$ cat src/rtl/drum_env_pkg.sv
// drum_env_pkg: shared types for the drum-envelope table writer and player.
package drum_env_pkg;

   localparam int ENV_FREQ_BITS = 8;
   localparam int ENV_VOL_BITS  = 8;

   typedef enum logic [2:0] {S_IDLE, S_FETCH, S_LOAD, S_HOLD, S_DONE} env_state_t;

   typedef struct packed {
      logic [ENV_FREQ_BITS-1:0] freq;
      logic [ENV_VOL_BITS-1:0]  vol;
   } env_entry_t;

endpackage

$ cat src/rtl/env_step_timer.sv
// env_step_timer: per-entry hold counter; terminal count fires on the last hold cycle.
module env_step_timer #(
   parameter int DIV_BITS = 16
) (
   input  logic                clk,
   input  logic                reset,
   input  logic                load_i,
   input  logic                en_i,
   input  logic [DIV_BITS-1:0] limit_i,
   output logic                tc_o
);

   logic [DIV_BITS-1:0] cnt_q;

   always_ff @(posedge clk or negedge reset)
      if (!reset) cnt_q <= '0;
      else if (load_i) cnt_q <= '0;
      else if (en_i) cnt_q <= cnt_q + 1'b1;

   // limit_i is never 0 while counting, so limit-1 keeps the counter from wrapping
   assign tc_o = cnt_q == limit_i - 1'b1;

endmodule

$ cat src/rtl/envelope_table_player.sv
// envelope_table_player: plays a {freq, vol} envelope table out of BRAM after a trigger,
// holding each entry for a programmable number of clocks.
module envelope_table_player
   import drum_env_pkg::*;
#(
   parameter int ADDR_BITS     = 6,
   parameter int FREQ_RES_BITS = ENV_FREQ_BITS,
   parameter int VOLUME_BITS   = ENV_VOL_BITS,
   parameter int DIV_BITS      = 16
) (
   input  logic                                 clk,
   input  logic                                 reset,
   input  logic                                 trig,
   input  logic [ADDR_BITS:0]                   table_len,
   input  logic [DIV_BITS-1:0]                  step_div,
   output logic                                 rd_en,
   output logic [ADDR_BITS-1:0]                 rd_addr,
   input  logic [FREQ_RES_BITS+VOLUME_BITS-1:0] rd_data,
   output logic [FREQ_RES_BITS-1:0]             freq_out,
   output logic [VOLUME_BITS-1:0]               vol_out,
   output logic                                 active,
   output logic                                 done
);

   env_state_t               state_q;
   logic [ADDR_BITS-1:0]     idx_q;
   logic [ADDR_BITS:0]       len_q;
   logic [DIV_BITS-1:0]      div_q;
   logic [FREQ_RES_BITS-1:0] freq_q;
   logic [VOLUME_BITS-1:0]   vol_q;
   logic                     done_q;
   logic                     hold_tc;
   logic                     last;

   assign last = {1'b0, idx_q} == len_q - 1'b1;

   env_step_timer #(.DIV_BITS(DIV_BITS)) u_timer (
      .clk     (clk),
      .reset   (reset),
      .load_i  (state_q == S_LOAD),
      .en_i    (state_q == S_HOLD),
      .limit_i (div_q),
      .tc_o    (hold_tc)
   );

   always_ff @(posedge clk or negedge reset)
      if (!reset) begin
         state_q <= S_IDLE;
         idx_q   <= '0;
         len_q   <= '0;
         div_q   <= '0;
         freq_q  <= '0;
         vol_q   <= '0;
         done_q  <= 1'b0;
      end else begin
         done_q <= 1'b0;
         // trig wins over everything; an aborted run keeps its outputs until entry 0 loads
         if (trig) begin
            len_q   <= table_len;
            div_q   <= (step_div == '0) ? DIV_BITS'(1) : step_div;
            idx_q   <= '0;
            state_q <= (table_len == '0) ? S_DONE : S_FETCH;
            if (table_len == '0) begin
               vol_q  <= '0;
               done_q <= 1'b1;
            end
         end else begin
            case (state_q)
               S_FETCH: state_q <= S_LOAD;
               S_LOAD: begin
                  {freq_q, vol_q} <= rd_data;
                  state_q         <= S_HOLD;
               end
               S_HOLD:
                  if (hold_tc) begin
                     state_q <= last ? S_DONE : S_FETCH;
                     if (last) begin
                        vol_q  <= '0;
                        done_q <= 1'b1;
                     end else idx_q <= idx_q + 1'b1;
                  end
               default: state_q <= S_IDLE;
            endcase
         end
      end

   assign rd_en    = state_q == S_FETCH;
   assign rd_addr  = idx_q;
   assign active   = state_q inside {S_FETCH, S_LOAD, S_HOLD};
   assign freq_out = freq_q;
   assign vol_out  = vol_q;
   assign done     = done_q;

endmodule
$ cat config.mk
export PLATFORM = sky130hd
export DESIGN_NAME = envelope_table_player
export DESIGN_NICKNAME = d
export VERILOG_FILES = /design/src/rtl/drum_env_pkg.sv /design/src/rtl/env_step_timer.sv /design/src/rtl/envelope_table_player.sv
export SDC_FILE = /design/constraint.sdc
export NUM_CORES = 1
export LEC_CHECK = 0
export CAP_MARGIN = 15
export CORE_UTILIZATION = 50
export CTS_BUF_LIST = sky130_fd_sc_hd__clkbuf_16
export CTS_CLUSTER_SIZE = 40
export DETAILED_ROUTE_END_ITERATION = 10
export GPL_TIMING_DRIVEN = 0
export PLACE_DENSITY = 0.77
export SYNTH_ARGS = -nofsm -noshare
export SYNTH_HDL_FRONTEND = slang
export SYNTH_SLANG_ARGS = --single-unit
$ cat constraint.sdc
create_clock -name clk -period 6.7 [get_ports clk]
set_input_delay 1.34 -clock clk [delete_from_list [all_inputs] [get_ports clk]]
set_output_delay 1.34 -clock clk [all_outputs]
set_load 0.05 [all_outputs]
-- Word-level counts from Yosys, hierarchy flattened
Cells that the tools add are included.
- output and inout bits: 25
- logic and storage cells: 54
- input port bits: 42
- register bits: 65
- muxes and demuxes: 22
- add/subtract/negate cells: 4
- bitwise operators: 1
- reduce and logical (&&, ||, !) cells: 10
- equality and inequality tests: 9
- operators with widths (kind ; count):
    $mux W16 ; 3
    $mux W8 ; 4
    $mux W6 ; 4
    $add A16 B1 Y16 const B ; 1
    $eq A16 B16 Y1 ; 1
    $logic_not A16 Y1 ; 1
    $pmux W8 S2 ; 1
    $sub A16 B1 Y16 const B ; 1
    $mux W3 ; 4
    $pmux W3 S3 ; 1
    $eq A6 B7 Y1 ; 1
    $logic_not A7 Y1 ; 1
    $sub A7 B1 Y7 const B ; 1
    $add A6 B1 Y6 const B ; 1
    $eq A3 B2 Y1 const B ; 2
    $ne A3 B3 Y1 const B ; 2
    $reduce_bool A2 Y1 ; 3
    $reduce_bool A3 Y1 ; 2
    $mux W1 ; 5
    $reduce_and A4 Y1 ; 1
    $eq A3 B1 Y1 const B ; 1
    $reduce_and A3 Y1 ; 1
    $ne A2 B1 Y1 const B ; 1
    $ne A2 B2 Y1 const B ; 1
    other kinds (2) ; 2

-- Logic depth before layout (Yosys ltp)
- word-level depth: 6
- depth in mapped cells: 12
- gate-level depth less buffers: 9

-- Hierarchy
Synthesis repeated with hierarchy kept, for this count alone.
- cell total of the unflattened synthesis: 364
- area, all modules: 3676.0 sq um
- modules (own cells, without submodules) (module ; area each (sq um) ; cells an instance ; instances ; seq. area each (sq um)):
    envelope_table_player ; 2255.9 ; 191 ; 1 ; 1226.2
    env_step_timer ; 1420.1 ; 173 ; 1 ; 400.4

-- Worst setup path after synthesis
OpenSTA, ideal clock, no wires.
- path kind: register to output
- from: register state_q[2]
- to: output active
- buffers on the path: 0
- arrival: 2.135 ns
- data required time: 5.360 ns
- stages on the path, launching flop included: 3
- setup slack: 3.225 ns
- path through: dfrtp_1 nor3b_1 nand2b_1
- longest elaborated chain between the ends: 2
- elaborated cells on any way between the ends: 4
- those cells by class: eq/ne: 3; reduce/logical: 1
- ends and longest elaborated chain (item ; RTL line ; text):
    start, declared ; envelope_table_player.sv:25 ; env_state_t state_q;
    start signal, assigned ; envelope_table_player.sv:62 ; state_q <= (table_len == '0) ? S_DONE : S_FETCH;
    start signal, assigned ; envelope_table_player.sv:76 ; state_q <= last ? S_DONE : S_FETCH;
    $eq A3 B1 Y1 ; - ;
    via rd_en ; envelope_table_player.sv:16 ; output logic rd_en,
    $reduce_bool A3 Y1 ; envelope_table_player.sv:89 ; assign active = state_q inside {S_FETCH, S_LOAD, S_HOLD};
    end, declared ; envelope_table_player.sv:21 ; output logic active,
The timed path passes the listed nets, and every way through them passes these cells.

-- Worst setup path in the final report
- from: register div_q[0]
- to: register idx_q[5], in the netlist rd_addr[5]
- longest elaborated chain between the ends: 4
- ends and longest elaborated chain (item ; RTL line ; text):
    start, declared ; envelope_table_player.sv:28 ; logic [DIV_BITS-1:0] div_q;
    start signal, assigned ; envelope_table_player.sv:60 ; div_q <= (step_div == '0) ? DIV_BITS'(1) : step_div;
    $sub A16 B1 Y16 ; env_step_timer.sv:21 ; assign tc_o = cnt_q == limit_i - 1'b1;
    $eq A16 B16 Y1 ; env_step_timer.sv:21 ;
    $reduce_bool A2 Y1 (no source line) ; - ;
    $reduce_and A3 Y1 (no source line) ; - ;
    end signal, assigned ; envelope_table_player.sv:80 ; end else idx_q <= idx_q + 1'b1;
    end, declared ; envelope_table_player.sv:26 ; logic [ADDR_BITS-1:0] idx_q;
No other way between the ends.
A chain may end at the register's enable or synchronous reset.

==> impl_metrics.csv <==
group,metric,value,unit
status,status,"finished clean",
clock_network,cts_num_sinks,65,
route,viasPerCell,5.76,
synth,synth_area,0.00372,mm²
global_route,grt_pass1_vias,3133,
clock_network,clk_path_buf_depth,2,
timing,grt_setup_unrepaired,"no",
die,die_w,88.3,µm
timing,relSlewSlack,31.6,%
synth,synth_edf_count,0,
clock_network,cts_tree,"yes",
global_route,grt-ovfl-total,0,
global_route,grt_usage,25.3,%
timing,timing.final.crit_share,56.5,%
timing,max_freq,264,MHz
final_layout,fin_util,66.6,%
synth,synth_flop_cell,"dfrtp_1",
placed_design,dp_hpwl,6.51,mm
clock_network,post_cts_buffers,0,
timing,tns,0,ns
flow_run,maxCapViolCount,0,
worst_setup_path,end_kind,"register",
synth,synth.area.top_cells,"dfrtp_1, mux2_2, xor2_1, xnor2_1, o21ai_0",
global_route,grt_max_degree,66,
synth,ys_ff_latch,65,
synth,synth_seq_area_share,43.7,%
worst_setup_path,r2r_end,"rd_addr[5]",
synth,synth_warnings,0,
synth,syn_avg_cell_area,9.84,µm²
global_route,grt_pass1_wl,15.0,mm
synth,async_reset_ff_share,100,%
synth,syn-instance-count,378,
route,dr_total_vias,3215,
timing,finalHoldViolCount,0,
synth,yosys-top-cells-count,"dfrtp_1, mux2_2, nand2_1, o21ai_0, nor2_1",
clock_network,clk_pin_slew,0.06,ns
route,dr.first_iter.drc_count,182,
placed_design,placed_area,0.00450,mm²
timing,setup_slack,2.91,ns
final_layout,drive_gt1_share,11.1,%
final_layout,finalNetCount,501,
timing,timing.hold.ws,0.507,ns
clock_network,clk_latency,0.34,ns
final_layout,syn_to_final_growth,29.1,%
min_path,worstHoldStart,"freq_out[3]",
timing,finClkSkew,0.00968,ns
placed_design,place.gp.congestion,0.851,
worst_setup_path,r2r_cells,12,
route,wl_per_cell,16.4,µm
route,wirelength,9.16,mm
synth,synthesis.nets,424,
power_and_ir_drop,leakagePower,0.00192,µW
route,ant_nets,0,
die,die_h,88.3,µm
die,floorplan.initialDensity,51.6,%
worst_setup_path,worstSetupPathType,"register to register",
placed_design,dp_slack,2.93,ns
synth,synth_top_cell_by_area,"dfrtp_1",
timing,setup_viol,0,
final_layout,n_antenna_cell,0,
clock_network,numCtsBuffers,9,
worst_setup_path,critPathLaunchType,"register",
min_path,hold_end,"freq_out[3]",
clock_network,cts_root_buf,"clkbuf_16",
worst_setup_path,r2r_start,"div_q[0]",
worst_setup_path,cp.required,6.96,ns
final_layout,n_fill_cell,594,
global_route,antenna_found_initial,0,
worst_setup_path,critPathArrivalTime,4.05,ns
worst_setup_path,crit_fanout,10,
clock_network,htree_levels,3,
worst_setup_path,rrSetupSlack,2.91,ns
route,drc_errors,0,
power_and_ir_drop,p_per_area,261,mW/mm²
final_layout,design_area,0.00480,mm²
clock_network,hold_buffers,0,
synth,ys_types,50,
min_path,min_path_type,"register to register",
min_path,hold_depth,1,
timing,min_period,3.79,ns
die,core,0.00721,mm²
synth,synth_top_area_share,43.7,%
timing,worst_slew_pin_slew,1.02,ns
power_and_ir_drop,ir_drop,183,µV
route,dr.pass1.iters,4,
placed_design,io_buffers,66,
die,num_io_pins,67,
clock_network,cts.repair.resized,0,
timing,report.final.slew_viol_count,0,
die,rows,31,
die,die_area,0.00779,mm²
synth,yosysMostFrequentCell,"dfrtp_1",
## critical path, stage by stage (launching register included)
cell and delay (ns):
dfrtp_1 0.35, clkbuf_1 0.22, inv_1 0.11, ha_1 0.14, clkbuf_1 0.32, or4b_1 0.56
o31a_1 0.29, o32ai_1 0.25, o21ba_1 0.21, or4_4 0.45, buf_6 0.16, or4_1 0.51
a21oi_1 0.16
## cells in the final DEF, fill, tap and decap left out, types with 8 or more instances in the layout
master	netlist	final
nor3_1	10	10
o21ai_0	26	26
clkdlybuf4s50_1	0	65
inv_1	9	10
a21oi_1	10	10
and3_1	10	10
nor4_1	8	8
mux2_2	26	26
nand2_1	26	26
nor2_1	23	23
nand3_1	20	20
xor2_1	21	21
dfrtp_1	65	65
clkbuf_1	16	16
a32oi_1	8	8
clkbuf_16	0	9
xnor2_1	17	17
## registers in the layout, indices dropped and copies added, names as in the netlist
| name | cells |
|---|---|
| freq_out | 8 |
| vol_out | 8 |
| rd_addr | 6 |
| state_q | 3 |
| u_timer.cnt_q | 16 |
| len_q | 7 |
| div_q | 16 |
| done | 1 |
## metrics by stage
stage,std cells,power [µW]
finish,558,1250
global route,558,1300
CTS,558,1260
detailed placement,543,772
global placement,543,765
floorplan,378,664
## where the power goes
group	internal (µW)	switching, µW
clock network	318	167
registers	435	42.0
logic	125	165
total	878	374
## worst max-delay path by stage
stage               slack, ns        from          end  depth (start not counted)
finish                   2.91    div_q[0]   rd_addr[5]                         12
global route             2.71    div_q[0]   vol_out[0]                         11
CTS                      2.90    div_q[0]   rd_addr[5]                         12
detailed placement       2.93    div_q[0]   rd_addr[5]                         12
global placement         2.13       reset  freq_out[6]                          1
floorplan                3.23  state_q[2]       active                          2
## per-layer routing
layer  wire (µm)  track usage, %  vias to the layer above
met1        4310            34.4                     1550
met5           0               0                        -
li1            -               -                     1545
met3         542            6.16                       10
met4         114            9.82                        0
met2        4200            39.0                      110
## logic make-up after synthesis
group                    Yosys count  synth area share, %
buffers and inverters             30                 3.63
AO/OA/AOI/OAI                     74                 13.3
adder cells (fa/ha/maj)            4                 1.35
AND/OR/NAND/NOR                  140                 20.9
XOR/XNOR                          38                 8.95
flip-flops                        65                 43.7
multiplexers                      27                 8.14
## cell type report
cell class / count / area [µm²] / share of cell area (%)
flip-flops and latches: 65 / 1630 / 33.9
inverters: 9 / 33.8 / 0.703
plain buffers: 21 / 101 / 2.11
repair buffers: 66 / 658 / 13.7
multi-input cells: 283 / 1960 / 40.8
well taps: 99 / 124 / 2.58
clock inverters: 6 / 75.1 / 1.56
clock buffers: 9 / 225 / 4.69
Note: power is estimated with default switching activity, not from simulation.
